$ cat src/rtl/fruit_spawn_sched.sv
// Fruit launch scheduler for the three-slot game top.
// Issues round-robin respawn pulses on a level-dependent frame gap and counts missed fruit.
// Optional build macro SPAWN_BURST_EN: at level 3 a second free slot is launched on the
// cycle right after the first one.
module fruit_spawn_sched #(
  parameter int unsigned NSLOT      = 3,
  parameter int unsigned GAP_L0     = 60,
  parameter int unsigned GAP_STEP   = 15,
  parameter int unsigned MAX_MISS   = 5,
  parameter int unsigned SETTLE_MAX = 8
) (
  input  logic             ck,
  input  logic             res,
  input  logic             run,
  input  logic             frame,
  input  logic             pause,
  input  logic [1:0]       level,
  input  logic [NSLOT-1:0] active,
  input  logic [NSLOT-1:0] hit,
  output logic [NSLOT-1:0] rs,
  output logic [7:0]       missed,
  output logic             go
);

  localparam int unsigned PW = (NSLOT > 1) ? $clog2(NSLOT) : 1;

  typedef enum logic [2:0] {StIdle, StArm, StLaunch, StLaunch2, StSettle, StOver} state_e;

  state_e           state_q, state_d;
  logic [PW-1:0]    ptr_q, ptr_d, sel_q, sel_d;
  logic [7:0]       cnt_q, cnt_d, cnt_inc, stl_q, stl_d, gap, missed_q, missed_d;
  logic [8:0]       sum;
  logic [NSLOT-1:0] sliced_q, sliced_d, active_q, clr, miss_vec, rs_c;
  logic             frame_q, go_q, go_d, tick;
  logic [PW:0]      pick1;

  // First free slot at or after start, wrapping; MSB flags that one was found.
  function automatic logic [PW:0] pick_free(input logic [PW-1:0] start,
                                            input logic [NSLOT-1:0] avail);
    logic [PW:0] r;
    int unsigned idx;
    r = '0;
    for (int unsigned k = 0; k < NSLOT; k++) begin
      idx = (32'(start) + k) % NSLOT;
      if (!r[PW] && avail[PW'(idx)]) r = {1'b1, PW'(idx)};
    end
    return r;
  endfunction

  function automatic logic [PW-1:0] next_slot(input logic [PW-1:0] s);
    return PW'((32'(s) + 1) % NSLOT);
  endfunction

  assign tick     = frame & ~frame_q & ~pause;
  assign gap      = 8'(GAP_L0 - 32'(level) * GAP_STEP);
  assign cnt_inc  = (cnt_q == 8'hFF) ? cnt_q : cnt_q + 8'd1;
  assign pick1    = pick_free(ptr_q, ~active);
  assign miss_vec = active_q & ~active & ~sliced_q & ~hit;

`ifdef SPAWN_BURST_EN
  logic [PW:0] pick2;
  // The slot just launched is still inactive, so mask it out of the second search.
  assign pick2 = pick_free(ptr_q, ~active & ~(NSLOT'(1) << sel_q));
`endif

  // Launch sequencing: next state, counters, pointer and respawn pulse.
  always_comb begin
    state_d = state_q;
    cnt_d   = cnt_q;
    stl_d   = stl_q;
    ptr_d   = ptr_q;
    sel_d   = sel_q;
    rs_c    = '0;
    clr     = '0;
    if (state_q == StOver || go_q) begin
      state_d = StOver;
    end else if (!run) begin
      state_d = StIdle;
      cnt_d   = '0;
    end else begin
      unique case (state_q)
        StIdle: begin
          cnt_d   = '0;
          state_d = StArm;
        end
        StArm: begin
          if (cnt_q >= gap && (~active != '0)) begin
            state_d = StLaunch;
          end else if (tick && cnt_q < gap) begin
            cnt_d = cnt_q + 8'd1;
          end
        end
        StLaunch: begin
          if (pick1[PW]) begin
            rs_c    = NSLOT'(1) << pick1[PW-1:0];
            clr     = rs_c;
            ptr_d   = next_slot(pick1[PW-1:0]);
            sel_d   = pick1[PW-1:0];
            cnt_d   = '0;
            stl_d   = '0;
            state_d = StSettle;
`ifdef SPAWN_BURST_EN
            if (level == 2'd3 && $countones(~active) >= 2) state_d = StLaunch2;
`endif
          end else begin
            // Slot taken between compare and launch: retry from ARM.
            state_d = StArm;
          end
        end
        StLaunch2: begin
`ifdef SPAWN_BURST_EN
          if (pick2[PW]) begin
            rs_c  = NSLOT'(1) << pick2[PW-1:0];
            clr   = rs_c;
            ptr_d = next_slot(pick2[PW-1:0]);
            sel_d = pick2[PW-1:0];
          end
          if (tick) cnt_d = cnt_inc;
`endif
          state_d = StSettle;
        end
        StSettle: begin
          if (tick) begin
            cnt_d = cnt_inc;
            stl_d = (stl_q == 8'hFF) ? stl_q : stl_q + 8'd1;
          end
          if (active[sel_q] || 32'(stl_q) >= SETTLE_MAX) state_d = StArm;
        end
        default: state_d = StIdle;
      endcase
    end
  end

  // Slice/miss bookkeeping, independent of the launch FSM.
  always_comb begin
    sum      = {1'b0, missed_q} + 9'($countones(miss_vec));
    missed_d = sum[8] ? 8'hFF : sum[7:0];
    go_d     = go_q | (32'(missed_d) >= MAX_MISS);
    sliced_d = (sliced_q | (hit & active)) & ~clr;
  end

  // State registers with synchronous reset.
  always_ff @(posedge ck) begin
    if (res) begin
      state_q  <= StIdle;
      ptr_q    <= '0;
      sel_q    <= '0;
      cnt_q    <= '0;
      stl_q    <= '0;
      sliced_q <= '0;
      active_q <= '0;
      frame_q  <= 1'b0;
      missed_q <= '0;
      go_q     <= 1'b0;
    end else begin
      state_q  <= state_d;
      ptr_q    <= ptr_d;
      sel_q    <= sel_d;
      cnt_q    <= cnt_d;
      stl_q    <= stl_d;
      sliced_q <= sliced_d;
      active_q <= active;
      frame_q  <= frame;
      missed_q <= missed_d;
      go_q     <= go_d;
    end
  end

  assign rs     = rs_c;
  assign missed = missed_q;
  assign go     = go_q;

endmodule
$ cat config.mk
export PLATFORM = sky130hd
export DESIGN_NAME = fruit_spawn_sched
export DESIGN_NICKNAME = d
export VERILOG_FILES = /design/src/rtl/fruit_spawn_sched.sv
export SDC_FILE = /design/constraint.sdc
export NUM_CORES = 1
export LEC_CHECK = 0
export BUFFER_PORTS_ARGS = -buffer_cell sky130_fd_sc_hd__buf_4
export CELL_PAD_IN_SITES_DETAIL_PLACEMENT = 0
export CELL_PAD_IN_SITES_GLOBAL_PLACEMENT = 1
export CORE_MARGIN = 8
export CORE_UTILIZATION = 40
export DETAILED_ROUTE_END_ITERATION = 16
export PLACE_DENSITY = 0.83
export RECOVER_POWER = 100
export SLEW_MARGIN = 10
export SYNTH_ARGS = -nofsm -noshare
export SYNTH_HDL_FRONTEND = slang
export SYNTH_SLANG_ARGS = --single-unit
$ cat constraint.sdc
create_clock -name ck -period 2.8 [get_ports ck]
set_input_delay 0.14 -clock ck [delete_from_list [all_inputs] [get_ports ck]]
set_output_delay 0.14 -clock ck [all_outputs]
set_load 0.005 [all_outputs]
# == Word level (Yosys, flattened, before mapping) ==
# Cells that the tools add are included.
# totals
out_inout_bits,12
in_bits,13
register_bits,39
elab_cells,120
# op_classes
n_shift,1
mux,32
multipliers,1
n_reduce_logical,17
div_mod_pow,4
magnitude_cmp,8
n_addsub,9
n_eq_ne,20
n_bitwise,17
# op_table
operator,count
32-bit by 2-bit remainder unit with 32-bit output (second input constant),3
8-bit 2-to-1 mux,9
3-bit 2-to-1 mux,12
2-bit by 2-bit remainder unit with 32-bit output (second input constant),1
8-bit one-hot mux with 4 select lines,1
8-bit by 1-bit adder with 8-bit output (second input constant),2
8-bit equality test (second input constant),2
8-bit one-hot mux with 2 select lines,1
3-bit bitwise AND,5
3-bit != test (second input constant),5
3-bit one-hot mux with 5 select lines,1
2-bit by 3-bit less-than comparator with 1-bit output (second input constant),4
3-bit NOT,4
2-bit != test (second input constant),5
8-bit by 3-bit adder with 9-bit output,1
1-bit binary-select mux with 2-bit select,4
8-bit by 3-bit >= comparator with 1-bit output (second input constant),1
8-bit by 4-bit >= comparator with 1-bit output (second input constant),1
8-bit >= comparator,1
8-bit less-than comparator,1
4-bit != test (second input constant),2
7-bit AND reduction,1
6-bit by 6-bit subtractor with 7-bit output (first input constant),1
2-bit by 1-bit adder with 3-bit output (second input constant),2
24 further kinds,39

# == Logic depth before layout (Yosys ltp) ==
# Gate-level depths: netlist of run 1.
# logic_depth
depth_word,17
mapped_depth,10
depth_no_buf,10

# == Worst setup path before layout of run 1 ==
# No wires, ideal clock.
# synth_timing
path_kind,reg-to-reg
startpoint,register sliced_q[0]
endpoint,"register missed_q[4], in the netlist missed[4]"
period_less_slack_ns,2.735
setup_slack_ns,0.065
required_ns,2.729
arrival_time_ns,2.664
n_path_buf,0
path_stages_with_launch,10
setup_time_ns,0.071
path_cell_list,dfxtp_1 or4b_2 fa_1 inv_1 ha_1 fa_1 nand2_1 nor2_1 or2_2 a21oi_1
# synth_between
elab_chain_cells,7
# synth_lines
item,line_no,text
from (decl),33,"logic [NSLOT-1:0] sliced_q, sliced_d, active_q, clr, miss_vec, rs_c;"
from (signal assigned),161,sliced_q <= sliced_d;
3-bit NOT,58,assign miss_vec = active_q & ~active & ~sliced_q & ~hit;
3-bit bitwise AND (2 in a row),58,
1-bit by 1-bit adder with 2-bit output (implied by the code),136,"sum = {1'b0, missed_q} + 9'($countones(miss_vec));"
2-bit by 1-bit adder with 3-bit output (implied by the code),136,
8-bit by 3-bit adder with 9-bit output,136,
8-bit 2-to-1 mux,137,missed_d = sum[8] ? 8'hFF : sum[7:0];
to (signal assigned),164,missed_q <= missed_d;
to (decl),31,"logic [7:0] cnt_q, cnt_d, cnt_inc, stl_q, stl_d, gap, missed_q, missed_d;"
# Every way passes these cells.
# A chain may end at the register's enable or synchronous reset.

# == Worst setup path after layout of run 1 ==
# Same ends and word-level chain as after synthesis.

==> metrics.cfg, run 1 <==
[final_layout]
final_nets=354
drive_above_1_share_pct=18.50
fillerInstances=587
n_antenna_cell=0
final_cell_area_mm2=0.002868
area_growth_pct=16.58

[sta]
finClkSkew_ps=11.25
max-slew-margin-rel_pct=23.86
holdWs_ps=69.29
fmax_ghz=0.3785
post-route-min-period_ps=2642
setup_violations=0
tightest_slew_ps=1142
drv_slew=0
fin_crit_sh_pct=94.36
hold_viol=0

[setup_path]
ff2ff_setup_slack_ps=160
cp-end-kind=flop
start_kind=flop
worstPathArrival_ps=2850
crit_chain=or4b_4 > fa_1 > inv_1 > ha_2 > fa_2 > nand2_2 > nor2_1 > or2_2 > a21oi_2
path_depth=9
crit_family=adder cells
worst_ep_required_time_ps=3010
critPathSlowestCell=or4b_4
worst-path-buf-inv=1
ff2ff_path_depth=9
path_class=reg2reg
max_stage_delay_ps=520
cp_max_fo=4

[placement]
dpl_cell_area_mm2=0.002740
hpwl_um=3963
gp_congestion=0.7855
port_buffers=24

[logic_synthesis]
syn-mean-instance-area_um2=8.541
synth.top_cell.area_share_pct=31.74
netlist_instances=288
synth.distinct_cells=54
synth_nets=324
ys_async_sr_fraction_pct=0
synth_seq_cells=39
yosys_warnings=0
synth_flop_cell=dfxtp_1
yosys.area.top_type=dfxtp_1
synth-edff-count=0
ys_seq_area_share_pct=31.74
syn_area_mm2=0.002460
ys_top_cells_by_area=dfxtp_1 (32%), ha_1 (11%), nand3_1 (4.1%)

[grt]
grt_first_pass_wirelength_um=9294
grt_util_all_layers_pct=12.57
gr-total-overflow=0
antenna_found_initial=0
grt_max_degree=26
grt_pass1_vias=2045

[clock_tree]
cts_hold_buf=0
cts_tree=built
insertion_delay_ps=290
cts_sinks=39
path_clk_slew_ps=80
clock-root-buffer=clkbuf_8
numCtsBuffers=5
cts_buffer_depth=2
h-tree-depth=2

[floorplanning]
io_pins=25
num_rows=28
coreArea_mm2=0.005921
die_x_um=94.42
fp.dieArea_mm2=0.008915
initial_core_util_pct=41.55
die_h_um=94.42

[drt]
wl_um=5344
drt_iter0_drc=82
viasPerCell=5.355
detail_route.drc_violations=0
ant_nets=0
firstDrtPassIters=4
routedWlPerCell_um=13.56
vias=2110

[power]
p_leak_nw=1.098
ir_drop_uv=196.4
pwr_density_cell_mw_per_mm2=368.6

[run]
max_cap_viol_count=0

[min_path]
min_path_type=in2reg
hold_depth=2

[outcome]
status=complete, no violations

-- registers in the layout, summed over array words and instances (netlist names) --
name,flops
stl_q,8
missed,8
active_q,3
state_q,3
cnt_q,8
ptr_q,2
frame_q,1
sel_q,2
sliced_q,3
go,1
-- per-stage QoR --
step | setup slack [ps] | util [%] | TNS, ps | cells | power (mW)
after floorplan | 65.31 | - | 0 | 288 | 0.6520
after global placement | -9.141 | 46.28 | -9.141 | 385 | 0.6963
after detailed placement | -53.40 | 46.28 | -62.11 | 385 | 0.6976
after CTS | 15.54 | 47.84 | 0 | 393 | 1.070
after global routing | -4.541 | 48.44 | -4.541 | 394 | 1.113
final | 157.9 | 48.44 | 0 | 394 | 1.057
-- what timing repair did --
| action | CTS | global route |
|---|---|---|
| endpoints found under the setup margin | 6 | 11 |
| setup buffers | 0 | 1 |
| resized for setup | 3 | 14 |
| pin swaps | 1 | 2 |
-- power by group --
group	internal (mW)	switching [mW]
registers	0.564	0.00636
clock network	0.174	0.195
logic	0.0541	0.0637
total	0.792	0.265
-- cells in the final DEF, fill, tap and decap left out, types with 4 or more instances in the layout --
| cell type | netlist | layout |
|---|---|---|
| buf_4 | 0 | 22 |
| and3_1 | 4 | 4 |
| dfxtp_1 | 39 | 37 |
| a211oi_1 | 5 | 4 |
| clkbuf_1 | 3 | 4 |
| clkbuf_4 | 0 | 7 |
| clkbuf_8 | 0 | 5 |
| nor4_1 | 5 | 5 |
| nor3_1 | 9 | 9 |
| ha_1 | 21 | 18 |
| inv_1 | 25 | 25 |
| nor2b_1 | 8 | 8 |
| mux2i_1 | 8 | 6 |
| o211ai_1 | 7 | 7 |
| a21oi_1 | 14 | 13 |
| nand2_1 | 12 | 11 |
| and2_1 | 4 | 4 |
| nand3_1 | 20 | 20 |
| o21ai_0 | 9 | 7 |
| nand4_1 | 4 | 4 |
| nor2_1 | 25 | 25 |
| xnor2_1 | 11 | 11 |
-- synthesized netlist by cell type, drive strengths merged (5+ instances only) --
master / count
dfxtp: 39
inv: 25
nor2: 25
ha: 21
nand3: 20
a21oi: 14
nand2: 12
o21ai: 11
xnor2: 11
nor3: 9
mux2i: 8
nor2b: 8
o211ai: 7
a211oi: 6
buf: 6
nor4: 5
-- metal layers --
| layer | routed length [um] | vias to the layer above | global-route usage [%] |
|---|---|---|---|
| li1 | - | 1090 | - |
| met1 | 2521 | 989 | 15.85 |
| met2 | 2628 | 29 | 20.86 |
| met3 | 160 | 2 | 2.619 |
| met4 | 34 | 0 | 3.963 |
| met5 | 0 | - | 0 |
-- cells by family after synthesis --
kind of cell / count (synthesis) / synth area share (%)
fa+ha+maj: 23 / 12.31
flops: 39 / 31.74
compound gates: 58 / 16.84
mux: 9 / 3.713
xor+xnor: 13 / 4.629
buf+inv: 34 / 5.697
simple gates: 112 / 25.08
-- path summary, 6_finish.rpt --
kind / to / start
worst min register to register: sliced_q[1] / sliced_q[1]
worst max-delay path: missed[4] / sliced_q[0]
worst max register to register: missed[4] / sliced_q[0]
worst min-delay path: frame_q / frame
-- layout make-up --
type                    instances  area, um2  area share (%)
multi-input cells             215       1583           55.19
clock inverters                 2      12.51          0.4363
well taps                      75      93.84           3.272
flip-flops and latches         39      783.3           27.31
clock buffers                   6      72.57           2.531
inverters                      25      93.84           3.272
repair buffers                 32      229.0           7.984
No activity file was read; power rests on OpenSTA's default activity.
==> inputs of run 2 (changes only) <==
--- a/config.mk
+++ b/config.mk
@@ -11,6 +11,8 @@
 export CORE_MARGIN = 8
 export CORE_UTILIZATION = 40
 export DETAILED_ROUTE_END_ITERATION = 16
+export HOLD_SLACK_MARGIN = 0.08
+export MAX_ROUTING_LAYER = met4
 export PLACE_DENSITY = 0.83
 export RECOVER_POWER = 100
 export SLEW_MARGIN = 10
==> run 2 against run 1 <==
Effect of this change:
- sequential power about the same
- worst setup slack improved by 1.8 ps
- non-clock buffer count is 1 higher
- critical path depth unchanged
- clock-buffer cell count is the same
- highest routed layer unchanged
- maximum frequency hardly changed
- via count up 0.33%
- largest power group unchanged
- sequential share of layout area down 0.095 points
- clock skew about the same
==> metrics.cfg, run 2 (synthesis results as in run 1) <==
[outcome]
status=complete, no violations

[setup_path]
worst_ep_required_time_ps=3010
path_class=reg2reg
worstPathArrival_ps=2850
critPathSlowestCell=or4b_4
cp-end-kind=flop
start_kind=flop
crit_family=adder cells
crit_chain=or4b_4 > fa_1 > inv_1 > ha_2 > fa_2 > nand2_2 > nor2_1 > or2_2 > a21oi_2
cp_max_fo=4
worst-path-buf-inv=1
max_stage_delay_ps=520

[floorplanning]
io_pins=25
num_rows=28
die_x_um=94.42
fp.dieArea_mm2=0.008915
die_h_um=94.42
coreArea_mm2=0.005921
initial_core_util_pct=41.55

[grt]
grt_max_degree=26
antenna_found_initial=0
grt_first_pass_wirelength_um=9315
grt_util_all_layers_pct=12.97
grt_pass1_vias=2039
gr-total-overflow=0

[final_layout]
area_growth_pct=16.99
mostFrequentLayoutCells=dfxtp_1 (37), inv_1 (25), nor2_1 (25)
final_nets=355
n_antenna_cell=0
drive_above_1_share_pct=18.44
final_common_cell=dfxtp_1

[power]
internal_power_mw=0.7927
ir_drop_uv=196.6
power.switching_mw=0.2651
pwr-share-seq_pct=53.9
p_comb_share_pct=11.3
pwr_density_cell_mw_per_mm2=367.6
p_clk_share_pct=34.9
power_mw=1.058
p_leak_nw=1.102
switching_share_pct=25.07

[clock_tree]
h-tree-depth=2
numCtsBuffers=5
cts_buffer_depth=2
insertion_delay_ps=290
clock-root-buffer=clkbuf_8
cts_tree=built
path_clk_slew_ps=80
cts_sinks=39

[placement]
port_buffers=24
hpwl_um=3963
gp_congestion=0.7964

[sta]
tightest_slew_ps=1139
hold_viol=0
max-slew-margin-rel_pct=24.09
fmax_ghz=0.3787
tns_ps=0
finClkSkew_ps=11.67
fin_crit_sh_pct=94.30
drv_slew=0
setup_violations=0
post-route-min-period_ps=2640

[drt]
detail_route.drc_violations=0
wl_um=5353
viasPerCell=5.359
vias=2117
firstDrtPassIters=4
ant_nets=0
routedWlPerCell_um=13.55
drt_iter0_drc=72

[run]
max_cap_viol_count=0

[min_path]
min_path_type=in2reg

run 2: cell count changes in the layout (fill, tap and decap cells not counted), sizes merged:
cell / previous run / this run
dlygate4sd3: 0 / 1
run 2: final timing paths:
check / cells after the start / startpoint / slack (ps) / to
min: 3 / hit[0] / 150 / sliced_q[0]
max reg2reg: 9 / sliced_q[0] / 160 / missed[4]
max: 9 / sliced_q[0] / 160 / missed[4]
min reg2reg: 2 / sliced_q[1] / 520 / sliced_q[1]
run 2: through the flow:
step	worst slack, ps	hold slack (ps)	cells	area, um2	util, %
finish	159.7	148.4	395	2878	48.61
global route	-4.546	155.0	395	2878	48.61
CTS	15.54	140.0	394	2843	48.01
detailed placement	-53.40	364.6	385	2740	46.28
global placement	-9.141	360.0	385	2740	46.28
floorplan	65.31	211.6	288	2460	-
run 2: timing repair:
action / in CTS / in global routing
hold buffers: 1 / 0
gates resized for setup: 3 / 14
hold endpoints to repair: 1 / 0
setup endpoints to repair: 6 / 11
buffers inserted: 0 / 1
pin swaps: 1 / 2
run 2: area by class of cell:
| cell class | count | area (um2) |
|---|---|---|
| fillers | 584 | 3043 |
| multi-input cells | 215 | 1583 |
| flip-flops and latches | 39 | 783.3 |
| repair buffers | 33 | 239.0 |
| inverters | 25 | 93.84 |
| well taps | 75 | 93.84 |
| clock buffers | 6 | 72.57 |
| clock inverters | 2 | 12.51 |
run 2: layer usage:
metal  vias to the layer above  track usage [%]  wire length [um]
met5                         -                -                 0
met3                         2            2.381                93
met1                       999            15.99              2568
met4                         0            3.963                34
li1                       1093                -                 -
met2                        23            20.92              2656
run 2: worst reg2reg max path: stages (launching register included):
cell	delay (ps)
dfxtp_1	320
or4b_4	520
fa_1	510
inv_1	50
ha_2	190
fa_2	370
nand2_2	90
nor2_1	70
or2_2	320
a21oi_2	130
run 2: power by group through the flow:
| stage | Combinational, mW | Sequential [mW] | Clock [mW] |
|---|---|---|---|
| 6_report | 0.119 | 0.570 | 0.369 |
| 5_1_grt | 0.136 | 0.571 | 0.408 |
| 4_1_cts | 0.117 | 0.570 | 0.385 |
| 3_5_place_dp | 0.115 | 0.583 | 0 |
| 3_3_place_gp | 0.114 | 0.582 | 0 |
| 2_1_floorplan | 0.0720 | 0.580 | 0 |
